**src/rtl/alu_seq_acc.sv**
```systemverilog
// Sequential ALU with accumulator chaining, valid/ready operand handshake,
// registered result/flags and an iterative shift-add multiplier.
module alu_seq_acc #(
  parameter int WIDTH = 8
) (
  input  logic             clk,
  input  logic             rst_n,
  input  logic             ena,
  input  logic             in_valid,
  output logic             in_ready,
  input  logic [2:0]       op,
  input  logic             use_acc,
  input  logic [WIDTH-1:0] a,
  input  logic [WIDTH-1:0] b,
  output logic             out_valid,
  output logic [WIDTH-1:0] result,
  output logic             carry,
  output logic             zero,
  output logic             neg,
  output logic             busy
);

  localparam int CW = $clog2(WIDTH + 1);

  typedef enum logic {
    IDLE,
    MUL
  } state_t;

  typedef enum logic [2:0] {
    OP_ADD  = 3'b000,
    OP_SUB  = 3'b001,
    OP_AND  = 3'b010,
    OP_OR   = 3'b011,
    OP_XOR  = 3'b100,
    OP_MUL  = 3'b101,
    OP_LOAD = 3'b110,
    OP_CLR  = 3'b111
  } op_t;

  state_t             state_q, state_d;
  logic [WIDTH-1:0]   acc_q, acc_d;
  logic [WIDTH-1:0]   result_q, result_d;
  logic               carry_q, carry_d;
  logic               zero_q, zero_d;
  logic               neg_q, neg_d;
  logic               ov_q, ov_d;
  logic [2*WIDTH-1:0] mcand_q, mcand_d;
  logic [WIDTH-1:0]   mplier_q, mplier_d;
  logic [2*WIDTH-1:0] prod_q, prod_d;
  logic [CW-1:0]      cnt_q, cnt_d;

  logic [WIDTH-1:0]   op_a;
  logic [WIDTH:0]     sum;
  logic [WIDTH:0]     diff;
  logic [WIDTH-1:0]   alu_val;
  logic               alu_c;
  logic [2*WIDTH-1:0] prod_step;
  logic               done;
  logic [WIDTH-1:0]   done_val;
  logic               done_c;

  assign in_ready  = (state_q == IDLE) & ena & rst_n;
  assign out_valid = ov_q & ena;
  assign busy      = (state_q == MUL);
  assign result    = result_q;
  assign carry     = carry_q;
  assign zero      = zero_q;
  assign neg       = neg_q;

  always_comb begin
    op_a    = use_acc ? acc_q : a;
    sum     = {1'b0, op_a} + {1'b0, b};
    diff    = {1'b0, op_a} - {1'b0, b};
    alu_val = '0;
    alu_c   = 1'b0;
    case (op)
      OP_ADD:  begin alu_val = sum[WIDTH-1:0];  alu_c = sum[WIDTH];   end
      OP_SUB:  begin alu_val = diff[WIDTH-1:0]; alu_c = ~diff[WIDTH]; end
      OP_AND:  alu_val = op_a & b;
      OP_OR:   alu_val = op_a | b;
      OP_XOR:  alu_val = op_a ^ b;
      OP_LOAD: alu_val = b;
      default: alu_val = '0;
    endcase
  end

  // Partial product including the current multiplier bit; the last MUL step
  // commits this value directly so the result lands without an extra cycle.
  assign prod_step = prod_q + (mplier_q[0] ? mcand_q : '0);

  always_comb begin
    state_d  = state_q;
    acc_d    = acc_q;
    result_d = result_q;
    carry_d  = carry_q;
    zero_d   = zero_q;
    neg_d    = neg_q;
    ov_d     = ov_q;
    mcand_d  = mcand_q;
    mplier_d = mplier_q;
    prod_d   = prod_q;
    cnt_d    = cnt_q;
    done     = 1'b0;
    done_val = '0;
    done_c   = 1'b0;

    if (ena) begin
      ov_d = 1'b0;
      case (state_q)
        IDLE: begin
          if (in_valid) begin
            if (op == OP_MUL) begin
              state_d  = MUL;
              mcand_d  = (2*WIDTH)'(op_a);
              mplier_d = b;
              prod_d   = '0;
              cnt_d    = CW'(WIDTH);
            end else begin
              done     = 1'b1;
              done_val = alu_val;
              done_c   = alu_c;
            end
          end
        end
        MUL: begin
          prod_d   = prod_step;
          mcand_d  = mcand_q << 1;
          mplier_d = mplier_q >> 1;
          cnt_d    = cnt_q - CW'(1);
          if (cnt_q == CW'(1)) begin
            state_d  = IDLE;
            done     = 1'b1;
            done_val = prod_step[WIDTH-1:0];
            done_c   = |prod_step[2*WIDTH-1:WIDTH];
          end
        end
        default: state_d = IDLE;
      endcase
    end

    if (done) begin
      result_d = done_val;
      acc_d    = done_val;
      carry_d  = done_c;
      zero_d   = (done_val == '0);
      neg_d    = done_val[WIDTH-1];
      ov_d     = 1'b1;
    end
  end

  always_ff @(posedge clk) begin
    if (!rst_n) begin
      state_q  <= IDLE;
      acc_q    <= '0;
      result_q <= '0;
      carry_q  <= 1'b0;
      zero_q   <= 1'b1;
      neg_q    <= 1'b0;
      ov_q     <= 1'b0;
      mcand_q  <= '0;
      mplier_q <= '0;
      prod_q   <= '0;
      cnt_q    <= '0;
    end else begin
      state_q  <= state_d;
      acc_q    <= acc_d;
      result_q <= result_d;
      carry_q  <= carry_d;
      zero_q   <= zero_d;
      neg_q    <= neg_d;
      ov_q     <= ov_d;
      mcand_q  <= mcand_d;
      mplier_q <= mplier_d;
      prod_q   <= prod_d;
      cnt_q    <= cnt_d;
    end
  end

endmodule

```
**config.mk**
```make
export PLATFORM = sky130hd
export DESIGN_NAME = alu_seq_acc
export DESIGN_NICKNAME = d
export VERILOG_FILES = /design/src/rtl/alu_seq_acc.sv
export SDC_FILE = /design/constraint.sdc
export NUM_CORES = 1
export LEC_CHECK = 0
export ABC_AREA = 0
export BUFFER_PORTS_ARGS = -buffer_cell sky130_fd_sc_hd__buf_2
export CORE_ASPECT_RATIO = 1.4
export CORE_UTILIZATION = 45
export CTS_CLUSTER_SIZE = 28
export DETAILED_ROUTE_END_ITERATION = 16
export PLACE_DENSITY = 0.75
export SYNTH_ARGS = -nofsm -noshare
export SYNTH_HDL_FRONTEND = slang
export SYNTH_SLANG_ARGS = --single-unit
export TNS_END_PERCENT = 1
```
**constraint.sdc**
```tcl
create_clock -name clk -period 3.2 [get_ports clk]
set_input_delay 0.32 -clock clk [delete_from_list [all_inputs] [get_ports clk]]
set_output_delay 0.32 -clock clk [all_outputs]
set_load 0.005 [all_outputs]
```
==> impl_summary.txt, run 1 <==
----------------------------------------------------
[Status]
  Outcome ... complete, no violations

[Logic synthesis]
  Fraction of synthesis flops using an asynchronous set or reset pin ... 0%
  Ranking of synthesized cells by instance count ... nand2_1, a21oi_1, dfxtp_1
  Yosys warning count ... 0
  Yosys top cell by area ... dfxtp_1
  Post-synthesis sequential area ratio ... 25.7%
  Syn_area_per_cell ... 7.61 um^2
  Synthesized instance count ... 572
  Number of distinct standard cells referenced by the synthesized netlist ... 58
  Yosys top cell area share ... 25.7%
  Leading cell type by number of instances after synthesis ... nand2_1
  Main flop type after synthesis ... dfxtp_1
  Cells taking the most area after synthesis ... dfxtp_1, ha_1, a21oi_1
  Synthesized cell area ... 0.00436 mm^2
  Number of flops mapped to enable cells by yosys ... 0
  Flops & latches, synth ... 56
  Net count of the mapped netlist ... 645

[GRT]
  All-layer global routing usage ... 25.1%
  GRT overflow ... 0
  Wire length of the first global-routing pass ... 20300 um
  Maximum number of pins on one net before global-route repair ... 47
  Initial antenna violation count ... 0
  Via count of the first global-routing pass ... 4343

[CTS]
  Clock latency at the later pin of the worst-skew pair ... 0.30 ns
  Number of buffers added for setup after CTS ... 0
  TritonCTS sink count ... 56
  H-Tree Level Count ... 2
  Num CTS Buffers ... 5
  Post-CTS clock slew at the launch and capture registers of the worst setup and hold paths ... 0.08 ns
  Clock tree from TritonCTS ... done
  Root buffer selected by CTS ... clkbuf_16
  Clock buffer depth ... 2

[Cells and area]
  Layout Area Growth over Synthesis ... 13.5%
  Post-route cell area ... 0.00494 mm^2
  Final-stage net count ... 687
  Fraction of layout cells with a size suffix above 1 ... 13.5%
  Diode insertion count for antenna repair ... 0

[STA]
  Total count of hold-check failures in the final report ... 0
  Post-Route Skew ... 0.00937 ns
  Fmax ... 330 MHz
  Finish-stage setup viols ... 0
  Number of pins with negative max-slew slack in the final report ... 0
  Hold_ws ... 0.348 ns
  Period utilization ... 94.7%
  Rel. slew slack ... 42.9%
  Slew at the pin closest to its max-slew limit ... 0.855 ns
  Minimum clock period ... 3.03 ns

[Routing]
  DRC violations left ... 0
  Final Routed Wirelength ... 12300 um
  Count of vias placed by the detailed router ... 4349
  DR pass1 iterations ... 5
  Drt first-iter violations ... 273
  Routed len/inst ... 17.0 um
  Detailed-route vias per instance ... 6.00
  Post-route ant nets ... 0

[Flow run]
  Max cap viols ... 0

[Setup path]
  Worst endpoint data arrival time ... 3.21 ns
  Highest fanout seen on the critical path ... 3
  Destination of the worst register-to-register timing path ... carry$_SDFFE_PN0P_
  Path depth of the worst reg2reg path ... 13
  Worst path required time ... 3.38 ns
  Capturing element type of the critical path ... flop
  Type of origin of the critical path ... flop
  Setup slack, reg-to-reg ... 0.17 ns
  Category of the critical setup timing path ... flop to flop
  Critical R2R Launch ... result[0]$_SDFFE_PN0P_

[Place]
  Global placer's final weighted congestion ... 0.949
  Buffers added on ports ... 37
  Cell area after placement ... 0.00475 mm^2
  Final HPWL from detailed placement ... 9360 um

[Floorplanning]
  Die area ... 0.0101 mm^2
  Width of the chip ... 85.1 um
  Die Y-Extent ... 118 um
  Core region area ... 0.00941 mm^2
  Effective utilization at floorplan ... 46.3%
  Number of top-level pins ... 38
  Site Rows ... 42

[Worst hold path]
  Number of instances on the worst hold path ... 3
  Min-delay worst type ... primary input to flop
  Start point of the worst hold path ... b[7]
  Endpoint of the worst hold path ... mplier_q[7]$_SDFFE_PN0P_

[Power]
  Total leakage power ... 2.25 nW
  Worst voltage drop across the vdd grid ... 0.242 mV
  Power per Cell Area ... 349 mW/mm^2

----------------------------------------------------
placed cells by master, fill, tap and decap left out, types with 2 or more instances in the layout:
| cell type | netlist | routed |
|---|---|---|
| nand2_1 | 72 | 72 |
| a21oi_1 | 58 | 57 |
| dfxtp_1 | 56 | 56 |
| nor2_1 | 49 | 49 |
| ha_1 | 46 | 46 |
| buf_2 | 5 | 37 |
| inv_1 | 31 | 31 |
| buf_4 | 2 | 28 |
| nand3_1 | 24 | 24 |
| o21ai_0 | 24 | 23 |
| and2_1 | 18 | 18 |
| xnor2_1 | 15 | 15 |
| a22oi_1 | 12 | 12 |
| o211ai_1 | 12 | 12 |
| mux2i_1 | 10 | 10 |
| nor3_1 | 9 | 9 |
| xor2_1 | 8 | 8 |
| o211a_1 | 8 | 8 |
| a21o_1 | 7 | 7 |
| o21bai_1 | 6 | 6 |
| o22ai_1 | 6 | 6 |
| o21ai_1 | 6 | 6 |
| and3_1 | 5 | 5 |
| nand2b_1 | 5 | 5 |
| clkbuf_16 | 0 | 5 |
| a211oi_1 | 4 | 4 |
| o221ai_1 | 4 | 4 |
| inv_2 | 3 | 3 |
| o21a_1 | 3 | 3 |
| a211o_1 | 3 | 3 |
| nor4_1 | 4 | 3 |
| o311ai_0 | 4 | 3 |
| fa_1 | 3 | 3 |
| nor2b_1 | 2 | 2 |
| o2111ai_1 | 2 | 2 |
| or3_1 | 2 | 2 |
how the worst max path moves through the flow:
stage	start	end	slack, ns
after global routing	result[0]$_SDFFE_PN0P_	zero$_SDFFE_PN1P_	-0.01
after floorplan	use_acc	zero$_SDFFE_PN1P_	0.02
after CTS	result[0]$_SDFFE_PN0P_	zero$_SDFFE_PN1P_	0.05
after detailed placement	use_acc	zero$_SDFFE_PN1P_	-0.15
final	result[0]$_SDFFE_PN0P_	carry$_SDFFE_PN0P_	0.17
after global placement	use_acc	zero$_SDFFE_PN1P_	-0.07
flip-flops by register name (all words and copies together), names as in the netlist:
name	cells
busy	1
carry	1
cnt_q	4
mcand_q	16
mplier_q	8
ov_q	1
prod_q	16
result	8
zero	1
critical path, stage by stage, from the launching register on:
cell and delay, ns:
dfxtp_1 0.33, mux2_2 0.28, buf_4 0.14, inv_1 0.06, ha_1 0.19, fa_1 0.22, o21bai_1 0.09, a21oi_2 0.22
o31ai_1 0.14, a21oi_1 0.19, o211ai_1 0.16, or4_1 0.55, nor4_1 0.25, a21oi_1 0.10
metrics by stage:
| step | total power, mW | TNS (ns) | util [%] | std cells | setup WS (ns) |
|---|---|---|---|---|---|
| after global routing | 1.80 | -0.0134 | 52.6 | 725 | -0.0134 |
| after detailed placement | 1.08 | -0.223 | 50.5 | 717 | -0.155 |
| final | 1.73 | 0 | 52.6 | 725 | 0.169 |
| after global placement | 1.08 | -0.0701 | 50.5 | 717 | -0.0701 |
| after floorplan | 0.962 | 0 | - | 572 | 0.0154 |
| after CTS | 1.72 | 0 | 52.3 | 725 | 0.0545 |
kinds of logic (layout without fill, tap and decap cells):
group	count (synthesis)	in the layout	synth area share [%]
adders and majority gates	49	49	14.6
and+or+nand+nor	194	194	20.0
AOI/OAI and AO/OA	174	174	26.0
muxes	12	12	2.82
xor gates and xnor gates	23	23	4.63
DFF	56	56	25.7
buffers and inverters	64	107	6.18
layer usage:
layer,global-route usage (%),up-vias,part of all wire (%)
met2,44.7,142,51
met3,2.93,50,4.1
met5,0,-,0
met4,15.4,0,5.7
li1,-,2110,-
met1,28.0,2047,39
final cells by class:
| class | count | area [um^2] |
|---|---|---|
| Timing Repair Buffer | 65 | 395 |
| Multi-Input combinational cell | 452 | 2990 |
| Clock buffer | 5 | 125 |
| Sequential cell | 56 | 1120 |
| Fill cell | 890 | 4460 |
| Inverter | 34 | 128 |
| Clock inverter | 3 | 46.3 |
| Tap cell | 110 | 138 |
report_power, final:
part           leakage [nW]  internal (mW)  switching [mW]
logic                  1.71          0.146           0.214
clock network        0.0857          0.374           0.269
registers             0.453          0.710          0.0119
timing repair:
action / in CTS / in global routing
hold buffers: 0 / 0
setup endpoints to repair: 0 / 2
resized for setup: 0 / 5
Power figures use the tool's default switching activity.
==> inputs of run 2 (changes only) <==
Settings changed: BUFFER_PORTS_ARGS -buffer_cell sky130_fd_sc_hd__buf_2 to -buffer_cell sky130_fd_sc_hd__buf_4.
==> impl_summary.txt, run 2 (synthesis gave the netlist of run 1 again) <==
----------------------------------------------------
[Status]
  Outcome ... complete, no violations

[Cells and area]
  Largest registers ranked by flip-flop count ... mcand_q: 16 flops, prod_q: 16 flops
  Fraction of layout cells with a size suffix above 1 ... 13.3% (-0.15 points)
  Diode insertion count for antenna repair ... 0 (unchanged)
  Leading cell type in the layout, fill and taps excluded ... nand2_1
  Final-stage net count ... 679 (-1.2%)
  Highest-count cells in the layout ignoring fill and taps ... nand2_1, buf_4, a21oi_1
  Layout Area Growth over Synthesis ... 13.9%

[STA]
  Finish-stage setup viols ... 0 (unchanged)
  Rel. slew slack ... 44.6% (+1.7 points)
  Fmax ... 322 MHz (-2.5%)
  Post-Route Skew ... 0.00770 ns (-0.00168 ns)
  Minimum clock period ... 3.11 ns (+0.0772 ns)
  Period utilization ... 97.1% (+2.4 points)
  Total count of hold-check failures in the final report ... 0 (unchanged)
  Post-route worst setup slack ... 0.0916 ns (-0.0772 ns)
  Slew at the pin closest to its max-slew limit ... 0.830 ns (-0.0250 ns)
  Number of pins with negative max-slew slack in the final report ... 0 (unchanged)
  Total negative slack for setup checks ... 0 ns (unchanged)

[Routing]
  Drt first-iter violations ... 188 (-31%)
  Detailed-route vias per instance ... 5.87 (-2.1%)
  Count of vias placed by the detailed router ... 4212 (-3.2%)
  DRC violations left ... 0 (unchanged)
  Final Routed Wirelength ... 12000 um (-2.7%)
  DR pass1 iterations ... 5 (unchanged)
  Routed len/inst ... 16.7 um (-1.6%)
  Post-route ant nets ... 0 (unchanged)

[Setup path]
  Worst path required time ... 3.45 ns (+0.07 ns)
  Worst endpoint data arrival time ... 3.36 ns (+0.15 ns)
  Highest fanout seen on the critical path ... 4 (+1)
  Capturing element type of the critical path ... flop
  Category of the critical setup timing path ... flop to flop
  Type of origin of the critical path ... flop

[Place]
  Final HPWL from detailed placement ... 9250 um (-1.2%)
  Global placer's final weighted congestion ... 0.975 (+2.8%)
  Setup Slack @ Placement ... -0.117 ns (+0.0374 ns)
  Buffers added on ports ... 37 (unchanged)

[CTS]
  Post-CTS clock slew at the launch and capture registers of the worst setup and hold paths ... 0.07 ns (about the same)
  Clock buffer depth ... 2 (unchanged)
  Num CTS Buffers ... 5 (unchanged)
  H-Tree Level Count ... 2 (unchanged)
  Clock tree from TritonCTS ... done
  Clock latency at the later pin of the worst-skew pair ... 0.30 ns (about the same)
  Root buffer selected by CTS ... clkbuf_16
  Number of buffers added for setup after CTS ... 0 (unchanged)
  TritonCTS sink count ... 56 (unchanged)

[Power]
  Worst voltage drop across the vdd grid ... 0.197 mV (-19%)
  Power per Cell Area ... 331 mW/mm^2 (-5.1%)
  Sw frac ... 29.9% (+1.2 points)
  Power share of the clock group ... 34.3% (-3.0 points)
  Total leakage power ... 2.21 nW (-1.5%)
  Switching power summed over all nets ... 0.491 mW (-0.77%)
  Sequential Power Share ... 44.0% (+2.2 points)
  Pint ... 1.15 mW (-6.4%)
  Combinational group share of total power ... 21.7% (+0.8 points)

[Floorplanning]
  Core region area ... 0.00941 mm^2 (unchanged)
  Width of the chip ... 85.1 um (unchanged)
  Number of top-level pins ... 38 (unchanged)
  Site Rows ... 42 (unchanged)
  Die area ... 0.0101 mm^2 (unchanged)
  Die Y-Extent ... 118 um (unchanged)
  Effective utilization at floorplan ... 46.3% (unchanged)

[GRT]
  Maximum number of pins on one net before global-route repair ... 47 (unchanged)
  Initial antenna violation count ... 0 (unchanged)
  Via count of the first global-routing pass ... 4065 (-6.4%)
  All-layer global routing usage ... 24.3% (-0.80 points)
  Wire length of the first global-routing pass ... 19400 um (-4.4%)
  GRT overflow ... 0 (unchanged)

[Worst hold path]
  Min-delay worst type ... primary input to flop

[Flow run]
  Max cap viols ... 0 (unchanged)

----------------------------------------------------
run 2: changes by cell type in the layout (fill, tap and decap cells not counted), moves of 2 or more:
cell and delta:
a21oi_2 +2, fa_1 -2, buf_4 +29, fa_2 +2
buf_2 -37
run 2: path summary, 6_finish.rpt:
path                          start                        to  slack (ns)  depth (start not counted)
max reg2reg  result[0]$_SDFFE_PN0P_         zero$_SDFFE_PN1P_        0.09                         11
max          result[0]$_SDFFE_PN0P_         zero$_SDFFE_PN1P_        0.09                         11
min                            b[7]  mplier_q[7]$_SDFFE_PN0P_        0.30                          3
min reg2reg  prod_q[3]$_SDFFE_PN0P_    prod_q[3]$_SDFFE_PN0P_        0.46                          2
run 2: stage by stage:
step / hold slack, ns / total power, mW / utilization (%) / area [um^2] / instances
after floorplan: 0.432 / 0.962 / - / 4360 / 572
after global placement: 0.442 / 1.07 / 50.9 / 4780 / 709
after detailed placement: 0.454 / 1.08 / 50.9 / 4780 / 709
after CTS: 0.301 / 1.64 / 52.4 / 4930 / 717
after global routing: 0.312 / 1.72 / 52.7 / 4960 / 717
final: 0.302 / 1.64 / 52.7 / 4960 / 717
run 2: routing by layer:
| metal | vias to the layer above | wire, um | track usage (%) |
|---|---|---|---|
| li1 | 2095 | - | - |
| met1 | 1975 | 4820 | 27.3 |
| met2 | 113 | 6260 | 43.6 |
| met3 | 29 | 441 | 2.93 |
| met4 | 0 | 489 | 13.6 |
| met5 | - | 0 | 0 |
run 2: power by group through the flow:
stage	clock network (mW)	registers (mW)	logic, mW
3_5_place_dp	0	0.738	0.347
3_3_place_gp	0	0.738	0.337
6_report	0.564	0.722	0.357
5_1_grt	0.600	0.724	0.392
2_1_floorplan	0	0.735	0.227
4_1_cts	0.572	0.722	0.348
run 2: repair_timing:
action	in CTS	in global routing
hold buffers	0	0
setup endpoints to repair	0	2
resized for setup	0	10
run 2: worst max-delay path, stage by stage (launching register included):
cell	delay, ns
dfxtp_2	0.33
mux2_2	0.28
ha_2	0.20
fa_2	0.36
a21o_1	0.17
a21oi_2	0.20
a2111oi_1	0.12
a22oi_1	0.23
o221ai_1	0.16
or4_4	0.55
nor4_2	0.26
a41o_1	0.20
run 2: cell type report:
type / instances / area (um^2)
Timing Repair Buffer: 57 / 428
Multi-Input combinational cell: 452 / 3000
Sequential cell: 56 / 1120
Fill cell: 873 / 4450
Tap cell: 110 / 138
Clock inverter: 3 / 21.3
Clock buffer: 5 / 125
Inverter: 34 / 128
==> inputs of run 3 (changes only) <==
Settings changed: ABC_AREA 0 to 1.
==> impl_summary.txt, run 3 <==
----------------------------------------------------
[Status]
  Outcome ... complete, no violations

[Logic synthesis]
  Number of flops mapped to enable cells by yosys ... 0 (unchanged)
  Net count of the mapped netlist ... 910 (+41%)
  Parity-gate share of the synthesized area counting xor and xnor cells ... 0.885% (-3.7 points)
  Leading cell type by number of instances after synthesis ... nand2_1
  Number of distinct standard cells referenced by the synthesized netlist ... 40 (-31%)
  Yosys top cell by area ... dfxtp_1
  Yosys warning count ... 0 (unchanged)
  Yosys top cell area share ... 22.6% (-3.1 points)
  Multiplexer share of the synthesized area ... 0% (-2.8 points)
  Flops & latches, synth ... 56 (unchanged)
  Main combinational cell family by area after synthesis ... simple AND/OR/NAND/NOR gates
  Ranking of synthesized cells by instance count ... nand2_1, inv_1, nand3_1
  Area share of and/or/nand/nor cells after synthesis ... 36.8% (+17 points)
  Fraction of synthesis flops using an asynchronous set or reset pin ... 0% (unchanged)
  Compound-gate portion of the synthesized area ... 13.1% (-13 points)
  Syn_area_per_cell ... 5.92 um^2 (-22%)
  Synthesized cell area ... 0.00495 mm^2 (+14%)
  Synthesized instance count ... 837 (+46%)
  Synthesized-area fraction occupied by adder cells ... 12.8% (-1.8 points)
  Post-synthesis sequential area ratio ... 22.6% (-3.1 points)
  Cells taking the most area after synthesis ... dfxtp_1, nand2_1, ha_1
  Main flop type after synthesis ... dfxtp_1

[STA]
  Minimum clock period ... 2.51 ns (-0.594 ns)
  Finish-stage setup viols ... 0 (unchanged)
  Fmax ... 398 MHz (+24%)
  Slew at the pin closest to its max-slew limit ... 0.698 ns (-0.132 ns)
  Number of pins with negative max-slew slack in the final report ... 0 (unchanged)
  Period utilization ... 78.6% (-19 points)
  Total count of hold-check failures in the final report ... 0 (unchanged)
  Unrepaired setup endpoints after global routing ... false
  Post-route worst setup slack ... 0.685 ns (+0.594 ns)
  Post-Route Skew ... 0.00715 ns (-0.000548 ns)
  Rel. slew slack ... 53.4% (+8.9 points)
  Total negative slack for setup checks ... 0 ns (unchanged)

[CTS]
  Post-CTS Hold Fix Bufs ... 0 (unchanged)
  TritonCTS sink count ... 56 (unchanged)
  Root buffer selected by CTS ... clkbuf_16
  Number of buffers added for setup after CTS ... 0 (unchanged)
  Num CTS Buffers ... 5 (unchanged)
  Clock tree from TritonCTS ... done
  Post-CTS clock slew at the launch and capture registers of the worst setup and hold paths ... 0.08 ns (about the same)
  H-Tree Level Count ... 2 (unchanged)
  Number of gates given a new drive strength after cts ... 0 (unchanged)
  Clock latency at the later pin of the worst-skew pair ... 0.30 ns (about the same)
  Clock buffer depth ... 2 (unchanged)

[Cells and area]
  Largest registers ranked by flip-flop count ... mcand_q: 16 flops, prod_q: 16 flops
  Number of fillers in the final layout ... 1154 (+32%)
  Layout Area Growth over Synthesis ... 10.3%
  Diode insertion count for antenna repair ... 0 (unchanged)
  Leading cell type in the layout, fill and taps excluded ... nand2_1
  Multi-input gate area ... 0.00315 mm^2 (+5.2%)
  Sequential cell area in the final layout ... 0.00112 mm^2 (-0.11%)
  Utilization of the core after routing ... 51.9% (-0.81 points)
  Highest-count cells in the layout ignoring fill and taps ... nand2_1, inv_1, nand3_1
  Non-Filler Instances ... 1001 (+40%)
  Final-stage net count ... 935 (+38%)
  Fraction of layout cells with a size suffix above 1 ... 8.46% (-4.9 points)

[Routing]
  Routed len/inst ... 13.7 um (-18%)
  Detailed-route vias per instance ... 5.17 (-12%)
  Final Routed Wirelength ... 13700 um (+14%)
  DRC violations left ... 0 (unchanged)
  DR pass1 iterations ... 6 (+1)
  Drt first-iter violations ... 239 (+27%)
  Count of vias placed by the detailed router ... 5180 (+23%)
  Post-route ant nets ... 0 (unchanged)

[Setup path]
  Category of the critical setup timing path ... flop to flop
  Capturing element type of the critical path ... flop
  Highest fanout seen on the critical path ... 17 (+13)
  Worst path required time ... 3.45 ns (about the same)
  Worst endpoint data arrival time ... 2.77 ns (-0.59 ns)
  Type of origin of the critical path ... flop

[Power]
  Power Total ... 1.69 mW (+3.0%)
  Power per Cell Area ... 310 mW/mm^2 (-6.4%)
  Total leakage power ... 2.99 nW (+35%)
  Worst voltage drop across the vdd grid ... 0.191 mV (-2.8%)

[Floorplanning]
  Die area ... 0.0114 mm^2 (+13%)
  Effective utilization at floorplan ... 47.1% (+0.78 points)
  Site Rows ... 44 (+4.8%)
  Width of the chip ... 90.7 um (+6.5%)
  Core region area ... 0.0105 mm^2 (+12%)
  Number of top-level pins ... 38 (unchanged)
  Die Y-Extent ... 126 um (+6.5%)

[GRT]
  GRT overflow ... 0 (unchanged)
  Via count of the first global-routing pass ... 4915 (+21%)
  Initial antenna violation count ... 0 (unchanged)
  Wire length of the first global-routing pass ... 22900 um (+18%)
  All-layer global routing usage ... 25.0% (+0.72 points)
  Maximum number of pins on one net before global-route repair ... 37 (-21%)

[Place]
  Final HPWL from detailed placement ... 11100 um (+20%)
  Global placer's final weighted congestion ... 1.01 (+4.0%)
  Setup Slack @ Placement ... 0.525 ns (+0.643 ns)
  Buffers added on ports ... 37 (unchanged)
  Total instance count after detailed placement ... 993 (+40%)

[Worst hold path]
  Min-delay worst type ... primary input to flop

[Flow run]
  Max cap viols ... 0 (unchanged)

----------------------------------------------------
run 3: cell count changes in the layout (fill, tap and decap cells not counted), sizes merged, moves of 12 or more:
cell	before	now
o21ai	30	46
and2	18	2
inv	35	146
a22oi	12	0
nand2	73	299
nand3	24	61
a31oi	1	15
buf	57	42
run 3: worst paths after layout:
check	start	endpoint	slack, ns	cells after the start
max	mplier_q[0]$_SDFFE_PN0P_	zero$_SDFFE_PN1P_	0.69	13
min	b[5]	mplier_q[5]$_SDFFE_PN0P_	0.32	3
max reg2reg	mplier_q[0]$_SDFFE_PN0P_	zero$_SDFFE_PN1P_	0.69	13
min reg2reg	mcand_q[15]$_SDFFE_PN0P_	mcand_q[15]$_SDFFE_PN0P_	0.47	2
run 3: layer usage:
layer	track usage (%)	wire (um)	up-vias	part of all wire, %
met5	0	0	-	0
met4	17.7	912	0	6.6
met3	2.29	598	57	4.4
met2	44.4	6720	150	49
met1	27.8	5500	2301	40
li1	-	-	2672	-
run 3: cells by family (layout without fill, tap and decap cells):
| group | count (synthesis) | after routing |
|---|---|---|
| and+or+nand+nor | 436 | 436 |
| AOI/OAI and AO/OA | 121 | 121 |
| buffers and inverters | 170 | 196 |
| adders and majority gates | 49 | 49 |
| DFF | 56 | 56 |
| xor gates and xnor gates | 5 | 5 |
run 3: metrics by stage:
step | hold slack (ns) | cell area (um^2)
2_1_floorplan | 0.439 | 4950
3_3_place_gp | 0.454 | 5310
3_5_place_dp | 0.458 | 5310
4_1_cts | 0.317 | 5460
5_1_grt | 0.332 | 5460
6_report | 0.319 | 5460
run 3: report_power, final:
group / total (mW) / switching, mW / internal [mW]
clock network: 0.570 / 0.276 / 0.294
logic: 0.397 / 0.258 / 0.139
registers: 0.725 / 0.0121 / 0.713
run 3: layout make-up:
class,instances,area share (%)
clock buffer,5,2.29
clock inverter,3,0.413
inverter,146,10.0
multi-input combinational,611,57.8
sequential,56,20.5
tap,138,3.16
timing repair buffer,42,5.78
run 3: worst max-delay path, cell delays in order, from the launching register on:
cell	delay, ns
dfxtp_1	0.69
nand2_1	0.15
inv_1	0.08
ha_1	0.27
nand2_1	0.14
inv_1	0.05
nand2_1	0.06
nand3_1	0.21
or2_2	0.36
nand4_1	0.11
nand2_1	0.09
nor2_1	0.12
nand3_1	0.09
nand2_1	0.06
